===== src/rtl/display_scan_decoder.sv =====
// display_scan_decoder: decodes a multiplexed 7-segment scan bus back into 4-digit frames
// CLK/Reset: clock, sync active-high reset; displayCA/displayAN: active-low cathodes/anodes
// Digits: last frame; FrameValid: update pulse; FrameErr: invalid digit in frame
// AnErr: illegal anode dwell pulse; Stalled: no capture for TIMEOUT_CYCLES
module display_scan_decoder #(
  parameter int STABLE_CYCLES  = 16,
  parameter int TIMEOUT_CYCLES = 65536
) (
  input  logic        CLK,
  input  logic        Reset,
  input  logic [6:0]  displayCA,
  input  logic [3:0]  displayAN,
  output logic [15:0] Digits,
  output logic        FrameValid,
  output logic        FrameErr,
  output logic        AnErr,
  output logic        Stalled
);
  localparam int SW = $clog2(STABLE_CYCLES);
  localparam int TW = $clog2(TIMEOUT_CYCLES + 1);
  logic [10:0] smp, prev;
  logic [SW-1:0] scnt;
  logic [TW-1:0] tcnt;
  logic [15:0] shadow, shadow_n;
  logic [3:0] seen, seen_n, an, nib;
  logic [6:0] ca;
  logic [1:0] idx;
  logic done, ferr, bad, hit, one_hot, cap;
  assign an = smp[10:7];
  assign ca = smp[6:0];
  always_comb begin
    case (ca)
      7'b0000001: nib = 4'h0;
      7'b1001111: nib = 4'h1;
      7'b0010010: nib = 4'h2;
      7'b0000110: nib = 4'h3;
      7'b1001100: nib = 4'h4;
      7'b0100100: nib = 4'h5;
      7'b0100000: nib = 4'h6;
      7'b0001111: nib = 4'h7;
      7'b0000000: nib = 4'h8;
      7'b0000100: nib = 4'h9;
      7'b1111111: nib = 4'hF;
      default:    nib = 4'hE;
    endcase
  end
  assign bad     = nib == 4'hE;
  assign one_hot = an inside {4'b1110, 4'b1101, 4'b1011, 4'b0111};
  assign idx     = !an[0] ? 2'd0 : !an[1] ? 2'd1 : !an[2] ? 2'd2 : 2'd3;
  // scnt saturates one past the action point, so the action fires on the edge it gets there
  assign hit     = smp == prev && !done && scnt == SW'(STABLE_CYCLES - 2);
  assign cap     = hit && one_hot;
  assign seen_n  = seen | (4'b1 << idx);
  always_comb begin
    shadow_n = shadow;
    shadow_n[idx*4 +: 4] = nib;
  end
  always_ff @(posedge CLK) begin
    if (Reset) begin
      smp        <= '1;
      prev       <= '1;
      scnt       <= '0;
      done       <= 1'b0;
      tcnt       <= '0;
      shadow     <= '0;
      seen       <= '0;
      ferr       <= 1'b0;
      Digits     <= '0;
      FrameValid <= 1'b0;
      FrameErr   <= 1'b0;
      AnErr      <= 1'b0;
      Stalled    <= 1'b0;
    end else begin
      smp        <= {displayAN, displayCA};
      prev       <= smp;
      FrameValid <= 1'b0;
      AnErr      <= hit && !one_hot && an != 4'hF;
      if (smp != prev) begin
        scnt <= '0;
        done <= 1'b0;
      end else begin
        if (scnt != SW'(STABLE_CYCLES - 1)) scnt <= scnt + 1'b1;
        if (hit) done <= 1'b1;
      end
      if (cap) begin
        shadow  <= shadow_n;
        tcnt    <= '0;
        Stalled <= 1'b0;
        if (seen_n == 4'hF) begin
          Digits     <= shadow_n;
          FrameErr   <= ferr | bad;
          FrameValid <= 1'b1;
          seen       <= '0;
          ferr       <= 1'b0;
        end else begin
          seen <= seen_n;
          ferr <= ferr | bad;
        end
      end else if (tcnt != TW'(TIMEOUT_CYCLES)) begin
        tcnt <= tcnt + 1'b1;
        if (tcnt == TW'(TIMEOUT_CYCLES - 1)) begin
          Stalled <= 1'b1;
          seen    <= '0;
          ferr    <= 1'b0;
        end
      end
    end
  end
endmodule


===== config.mk =====
export PLATFORM = sky130hd
export DESIGN_NAME = display_scan_decoder
export DESIGN_NICKNAME = d
export VERILOG_FILES = /design/src/rtl/display_scan_decoder.sv
export SDC_FILE = /design/constraint.sdc
export NUM_CORES = 1
export LEC_CHECK = 0
export CAP_MARGIN = 20
export CORE_MARGIN = 5
export CORE_UTILIZATION = 40
export DETAILED_ROUTE_END_ITERATION = 10
export SYNTH_ARGS = -nofsm -noshare
export SYNTH_HDL_FRONTEND = slang
export SYNTH_SLANG_ARGS = --single-unit

===== constraint.sdc =====
create_clock -name CLK -period 2.5 [get_ports CLK]
set_input_delay 0.25 -clock CLK [delete_from_list [all_inputs] [get_ports CLK]]
set_output_delay 0.25 -clock CLK [all_outputs]
set_load 0.01 [all_outputs]

==> impl_metrics.tcl, run 1 <==
set metrics [dict create \
    clk_path_buf_depth 2 \
    hold_class "input pin to register" \
    placed_cell_area_um2 4330 \
    die_height_um 108 \
    postRouteAntennaNets 0 \
    initial_core_util 0.414 \
    ys_top_cells_by_count "85 x dfxtp_1, 40 x nor2_1, 25 x a21oi_1, 25 x or2_2, 24 x nand2_1" \
    power_uw 2840 \
    synthMostInstantiatedCell "dfxtp_1" \
    cts_sinks 85 \
    synth.distinct_cells 54 \
    syn_area_um2 3860 \
    cp-end-kind "register" \
    track_usage 0.158 \
    grt_max_degree 47 \
    overflow 0 \
    syn_inst 426 \
    synth-seq-area-share 0.440 \
    ir_drop_v 0.000318 \
    reg2reg_slack_ns 0.18 \
    grt_pass1_wl_um 14500 \
    htree_num_levels 3 \
    synth_top_cell_area_share 0.440 \
    startpoint_type "register" \
    rows 35 \
    critPathTopFamily "simple AND/OR/NAND/NOR gates" \
    synth_nets 449 \
    ys.flop_type "dfxtp_1" \
    die_w_um 108 \
    hold_violations 0 \
    grt_pass1_vias 2958 \
    cts.clk_slew.worst_paths_ns 0.09 \
    synth-seq-cells 85 \
    synthArstFlopShare 0 \
    period_share 0.930 \
    status "completed" \
    cp_max_fo 11 \
    fin_skew_ns 0.0102 \
    crit_buf_inv 0 \
    setup_viol 0 \
    fin_tns_setup_ns 0 \
    antenna_found_initial 0 \
    worstPathArrival_ns 2.63 \
    io_pins 33 \
    nFillCells 881 \
    slew_violations 0 \
    synth_edf_count 0 \
    totalWireLength_um 8750 \
    core_area_um2 9330 \
    synth_top_area_cell "dfxtp_1" \
    drive_gt1_frac 0.156 \
    via_count 3063 \
    routed_via_density 5.18 \
    gp_congestion 0.823 \
    cts_buffers 9 \
    n_antenna_cell 0 \
    slew_headroom 0.682 \
    clock_latency_ns 0.36 \
    areaGrowthSynthToFinish_pct 18.8 \
    worstMarginPinSlew_ns 0.472 \
    drv_cap 0 \
    leakagePower_uw 0.00166 \
    port_buffers 32 \
    synth-warning-count 0 \
    synth.avg_cell_area_um2 9.07 \
    die_area_um2 11700 \
    period_needed_ns 2.32 \
    drt_iter0_drc 123 \
    post_cts_buffers 0 \
    power_density_nw_per_um2 619 \
    crit_chain "xor2_1 > nor4_2 > nand4b_2 > or2_4 > nor2_1 > a22o_1" \
    slowest_delay_ns 0.55 \
    layout.nets 480 \
    cts_hold_repair.buffers 0 \
    first_pass_iters 4 \
    dp_hpwl_um 6160 \
    cp_slowest_cell "dfxtp_1" \
    routedWlPerCell_um 14.8 \
    cts_root_buf "clkbuf_8" \
    hold_slack_ns 0.441 \
    final_area_um2 4590 \
    route.detailed.drc 0 \
    rsz0062_at_grt "true" \
    timing.fmax_mhz 430 \
    cts_tree "done" \
    critPathRequiredTime_ns 2.80 \
    path_class "register to register" \
    netlist_top_cells_area "dfxtp_1 44%, or2_2 4.0%, nor2_1 3.9%, xor2_1 3.9%, a22o_1 3.6%" \
]
==> worst paths after layout <==
check        cells past startpoint        end          from
min                              2     smp[0]  displayCA[0]
min reg2reg                      1  shadow[2]     shadow[2]
max reg2reg                      6  shadow[1]        smp[6]
max                              6  shadow[1]        smp[6]
==> through the flow <==
step,util,cells,setup WS [ns]
floorplan,-,426,0.367
global route,0.492,591,-0.00551
CTS,0.492,591,0.168
detailed placement,0.464,575,0.212
global placement,0.464,575,0.345
finish,0.492,591,0.176
==> report_power, final <==
| group | switching [uW] | internal [uW] |
|---|---|---|
| combinational | 120 | 93.0 |
| sequential | 27.8 | 1370 |
| clock | 504 | 720 |
| total | 652 | 2190 |
==> cells in the final DEF (no fill, tap or decap), types with 5 or more instances in the layout <==
master           instances
a21oi_1                 25
a22o_1                  16
a31oi_1                 12
and3_1                   7
buf_4                   12
clkbuf_8                11
clkdlybuf4s50_1         32
dfxtp_1                 85
ha_1                    10
inv_1                   13
nand2_1                 24
nand3_1                 12
nor2_1                  40
nor2b_1                 11
nor3_1                   9
o21ai_0                  6
o21ai_1                  7
o21bai_1                10
o22ai_1                  5
or2_2                   25
or3_1                    5
xnor2_1                  8
xor2_1                  17
==> final cells by class <==
type / count / area, um^2 / share of cell area
multi-input cells: 302 / 1990 / 0.433
flip-flops and latches: 85 / 1700 / 0.371
repair buffers: 45 / 430 / 0.0938
well taps: 129 / 161 / 0.0352
clock buffers: 11 / 151 / 0.0330
clock inverters: 5 / 106 / 0.0232
inverters: 14 / 52.6 / 0.0115
==> routing by layer <==
metal | up-vias | part of all wire | track usage
met3 | 11 | 0.046 | 0.0304
met2 | 48 | 0.45 | 0.243
met4 | 0 | 0.015 | 0.0676
met5 | - | 0 | 0
met1 | 1449 | 0.49 | 0.216
li1 | 1555 | - | -
==> cell families (layout without fill, tap and decap cells) <==
family,after synthesis,count (layout),share of synthesized area
xor+xnor,25,25,0.0567
fa+ha+maj,11,11,0.0350
mux,3,3,0.00777
buf+inv,39,75,0.0457
flops,85,85,0.440
simple gates,165,165,0.236
compound gates,98,98,0.178
==> state kept, by name, summed over array words and instances, names as in the netlist <==
name and count:
scnt 4, AnErr 1, ferr 1, Digits 16, seen 4, prev 11, Stalled 1, FrameValid 1
shadow 16, tcnt 17, FrameErr 1, done 1, smp 11
==> timing repair <==
item,in CTS,in global routing
resized for setup,0,0
setup endpoints to repair,0,1
endpoints found under the hold margin,0,0
==> worst reg2reg max path: cells and delay by family (launching register included) <==
| family | cells | cell delay [ns] |
|---|---|---|
| flops | 1 | 0.55 |
| compound gates | 1 | 0.19 |
| simple gates | 4 | 1.38 |
| xor+xnor | 1 | 0.14 |
Note: power is estimated with default switching activity, not from simulation.
==> inputs of run 2 (changes only) <==
--- a/config.mk
+++ b/config.mk
@@ -5,8 +5,8 @@
 export SDC_FILE = /design/constraint.sdc
 export NUM_CORES = 1
 export LEC_CHECK = 0
-export CAP_MARGIN = 20
-export CORE_MARGIN = 5
+export CAP_MARGIN = 30
+export CORE_MARGIN = 2
 export CORE_UTILIZATION = 40
 export DETAILED_ROUTE_END_ITERATION = 10
 export SYNTH_ARGS = -nofsm -noshare
==> impl_metrics.tcl, run 2 (synthesis results as in run 1) <==
set metrics [dict create \
    grt_pass1_vias 3005 \
    drt_iter0_drc 125 \
    grt-busiest-layer "met2" \
    htree_num_levels 3 \
    fin_tns_setup_ns 0 \
    n_antenna_cell 0 \
    cts_sinks 85 \
    leakagePower_uw 0.00164 \
    route.detailed.drc 0 \
    ir_drop_v 0.000271 \
    startpoint_type "register" \
    crit_buf_inv 0 \
    r2r_cells 6 \
    die_height_um 102 \
    first_pass_iters 4 \
    slew_violations 0 \
    critPathRequiredTime_ns 2.78 \
    mostFrequentLayoutCells "85 x dfxtp_1, 40 x nor2_1, 32 x clkdlybuf4s50_1" \
    slowest_delay_ns 0.56 \
    postRouteAntennaNets 0 \
    dp_cells 575 \
    drive_gt1_frac 0.154 \
    path_class "register to register" \
    fin_skew_ns 0.0101 \
    grt_use_met1 0.240 \
    grt_max_degree 30 \
    cp-end-kind "register" \
    io_pins 33 \
    cts_buffers 9 \
    routed_via_density 5.15 \
    hold_class "input pin to register" \
    clk_path_buf_depth 2 \
    power_density_nw_per_um2 588 \
    hold_violations 0 \
    largest_register "tcnt" \
    gp_congestion 0.846 \
    drv_cap 0 \
    slew_headroom 0.700 \
    rows 35 \
    die_area_um2 10500 \
    die_w_um 102 \
    cts.clk_slew.worst_paths_ns 0.08 \
    initial_core_util 0.414 \
    grt_pass1_wl_um 14400 \
    setup_viol 0 \
    antenna_found_initial 0 \
    place_ws_ns 0.168 \
    status "completed" \
    critPathTopFamily "simple AND/OR/NAND/NOR gates" \
    port_buffers 32 \
    period_needed_ns 2.28 \
    dp_hpwl_um 6060 \
    largest_reg_flops 17 \
    final_core_util 0.486 \
    top_regs "tcnt x17, Digits x16, shadow x16" \
    final_cells 590 \
    holdPathStages 2 \
    clock_latency_ns 0.36 \
    worstMarginPinSlew_ns 0.446 \
    areaGrowthSynthToFinish_pct 17.4 \
    cts_root_buf "clkbuf_8" \
    cts_hold_repair.buffers 0 \
    cts_tree "done" \
    via_count 3040 \
    setup_slack_ns 0.217 \
    final_common_cell "dfxtp_1" \
    layout.nets 480 \
    timing.fmax_mhz 438 \
    use_met3 0.0328 \
    crit_chain "xor2_1 > nor4_2 > nand3_1 > nor4_2 > o21ai_1 > a21oi_1" \
    core_area_um2 9330 \
    period_share 0.913 \
    track_usage 0.175 \
    cpMostUsedCell "nor4_2" \
    power_uw 2670 \
    overflow 0 \
    rsz0062_at_grt "false" \
    cp_num_cells 6 \
    routedWlPerCell_um 14.4 \
    grtUsageMet2 0.270 \
    worstPathArrival_ns 2.56 \
    totalWireLength_um 8490 \
    cp_max_fo 10 \
    cp_slowest_cell "dfxtp_1" \
]
## run 2: routing by layer
layer,up-vias,wire [um]
met3,18,237
met4,0,201
met2,48,3780
met1,1426,4270
li1,1548,-
met5,-,0
## run 2: cell type report
cell class / instances / area (um^2)
Clock buffer: 11 / 141
Clock inverter: 4 / 72.6
Fill cell: 913 / 4790
Inverter: 14 / 52.6
Multi-Input combinational cell: 302 / 1990
Sequential cell: 85 / 1700
Tap cell: 129 / 161
Timing Repair Buffer: 45 / 418
## run 2: final timing paths
path	slack [ns]	endpoint	startpoint
max	0.22	seen[3]	smp[3]
min	0.45	smp[5]	displayCA[5]
max reg2reg	0.22	seen[3]	smp[3]
min reg2reg	0.47	done	done
## run 2: repair_timing
action,CTS,global route
resized for setup,0,1
endpoints found under the setup margin,0,15
setup buffers,0,0
## run 2: metrics by stage
| step | area (um^2) | hold slack, ns |
|---|---|---|
| 2_1_floorplan | 3860 | 0.354 |
| 3_3_place_gp | 4320 | 0.441 |
| 3_5_place_dp | 4320 | 0.454 |
| 4_1_cts | 4530 | 0.432 |
| 5_1_grt | 4540 | 0.442 |
| 6_report | 4540 | 0.448 |
## run 2: where the power goes
part | leakage (uW) | internal (uW) | switching (uW) | total (uW)
Sequential | 0.000690 | 1370 | 31.3 | 1410
Clock | 0.000105 | 583 | 472 | 1060
Combinational | 0.000845 | 91.9 | 115 | 207
Total | 0.00164 | 2050 | 618 | 2670
==> inputs of run 3 (changes only) <==
--- a/config.mk
+++ b/config.mk
@@ -9,6 +9,7 @@
 export CORE_MARGIN = 2
 export CORE_UTILIZATION = 40
 export DETAILED_ROUTE_END_ITERATION = 10
+export SETUP_SLACK_MARGIN = 0.4
 export SYNTH_ARGS = -nofsm -noshare
 export SYNTH_HDL_FRONTEND = slang
 export SYNTH_SLANG_ARGS = --single-unit
==> impl_metrics.tcl, run 3 (synthesis results as in run 1) <==
set metrics [dict create \
    status "completed" \
    drv_cap 0 \
    totalWireLength_um 8730 \
    die_area_um2 10500 \
    grt_pass1_wl_um 14600 \
    gp_congestion 0.863 \
    htree_num_levels 3 \
    top_regs "tcnt x17, Digits x16, shadow x16" \
    n_antenna_cell 0 \
    port_buffers 32 \
    largest_reg_flops 17 \
    largest_register "tcnt" \
    period_needed_ns 2.00 \
    cts.clk_slew.worst_paths_ns 0.09 \
    first_pass_iters 4 \
    grt_max_degree 46 \
    cp_max_fo 6 \
    hp-start "displayCA[0]" \
    areaGrowthSynthToFinish_pct 21.0 \
    hold_violations 0 \
    cts_tree "done" \
    routed_via_density 5.18 \
    drt_iter0_drc 132 \
    critPathRequiredTime_ns 2.79 \
    cts_root_buf "clkbuf_8" \
    route.detailed.drc 0 \
    period_share 0.802 \
    rr_startpoint "scnt[0]" \
    setup_viol 0 \
    antenna_found_initial 0 \
    reg2reg_slack_ns 0.50 \
    grt_pass1_vias 3010 \
    io_pins 33 \
    worstPathArrival_ns 2.30 \
    die_w_um 102 \
    reg2reg_to "shadow[6]" \
    routedWlPerCell_um 14.6 \
    slew_violations 0 \
    path_class "register to register" \
    hold_class "input pin to register" \
    cts_buffers 9 \
    holdPathStages 2 \
    postRouteAntennaNets 0 \
    cp-end-kind "register" \
    startpoint_type "register" \
    power_density_nw_per_um2 568 \
    initial_core_util 0.414 \
    ir_drop_v 0.000368 \
    fin_tns_setup_ns 0 \
    drive_gt1_frac 0.212 \
    track_usage 0.179 \
    dp_hpwl_um 6110 \
    rows 35 \
    final_cells 597 \
    final_common_cell "dfxtp_1" \
    mostFrequentLayoutCells "75 x dfxtp_1, 37 x nor2_1, 32 x clkdlybuf4s50_1" \
    r2r_cells 8 \
    via_count 3095 \
    rsz0062_at_grt "true" \
    clk_path_buf_depth 2 \
    layout.nets 486 \
    slew_headroom 0.739 \
    final_core_util 0.501 \
    final_area_um2 4670 \
    worstMarginPinSlew_ns 0.391 \
    leakagePower_uw 0.00167 \
    dp_cells 577 \
    placed_cell_area_um2 4340 \
    timing.fmax_mhz 499 \
    fin_skew_ns 0.0148 \
    core_area_um2 9330 \
    cts_sinks 85 \
    clock_latency_ns 0.36 \
    overflow 0 \
    die_height_um 102 \
    hold_end "smp[0]" \
]
==> run 3: cell count changes in the layout (fill, tap and decap cells not counted), moves of 3 or more <==
| cell | delta |
|---|---|
| dfxtp_1 | -10 |
| dfxtp_2 | +8 |
| buf_4 | +4 |
| nor2_1 | -3 |
| nor2_2 | +3 |
==> run 3: worst max-delay path, cell delays in order, from the launching register on <==
cell and delay [ns]:
dfxtp_4 0.37, inv_1 0.05, ha_1 0.16, nand4b_1 0.18, buf_4 0.20, or2_1 0.27
or2_4 0.32, o21ai_2 0.23, a22o_1 0.17
==> run 3: where the power goes <==
group	switching, uW	internal [uW]
clock network	508	523
registers	31.0	1370
logic	122	97.9
total	662	1990
==> run 3: stage by stage <==
stage | hold WS [ns] | setup WS (ns) | total power [uW]
2_1_floorplan | 0.354 | 0.446 | 1580
3_3_place_gp | 0.447 | 0.276 | 1640
3_5_place_dp | 0.453 | 0.231 | 1640
4_1_cts | 0.430 | 0.419 | 2660
5_1_grt | 0.444 | 0.374 | 2760
6_report | 0.444 | 0.495 | 2660
==> run 3: final cells by class <==
cell class / count / area, um^2
inverters: 14 / 52.6
well taps: 129 / 161
flip-flops and latches: 85 / 1720
multi-input cells: 302 / 2060
fillers: 912 / 4650
repair buffers: 51 / 474
clock inverters: 4 / 55.1
clock buffers: 12 / 155
==> run 3: what timing repair did <==
action	4_1_cts	5_1_grt
setup endpoints to repair	37	57
pin swaps	2	5
hold endpoints to repair	0	0
hold buffers	0	0
buffers inserted	1	3
resized for setup	9	23
==> run 3: worst max-delay path by stage <==
stage               slack [ns]  startpoint    endpoint
floorplan                 0.45      smp[8]    FrameErr
global placement          0.28      smp[8]  Digits[14]
detailed placement        0.23      smp[8]  Digits[14]
CTS                       0.42     scnt[1]   Digits[4]
global route              0.37     tcnt[9]     seen[0]
finish                    0.50     scnt[0]   shadow[6]
==> run 3: per-layer routing <==
layer | track usage | routed length (um) | up-vias
met5 | 0 | 0 | -
met4 | 0.0585 | 165 | 0
met3 | 0.0492 | 341 | 11
met2 | 0.283 | 3950 | 48
met1 | 0.236 | 4270 | 1473
li1 | - | - | 1563
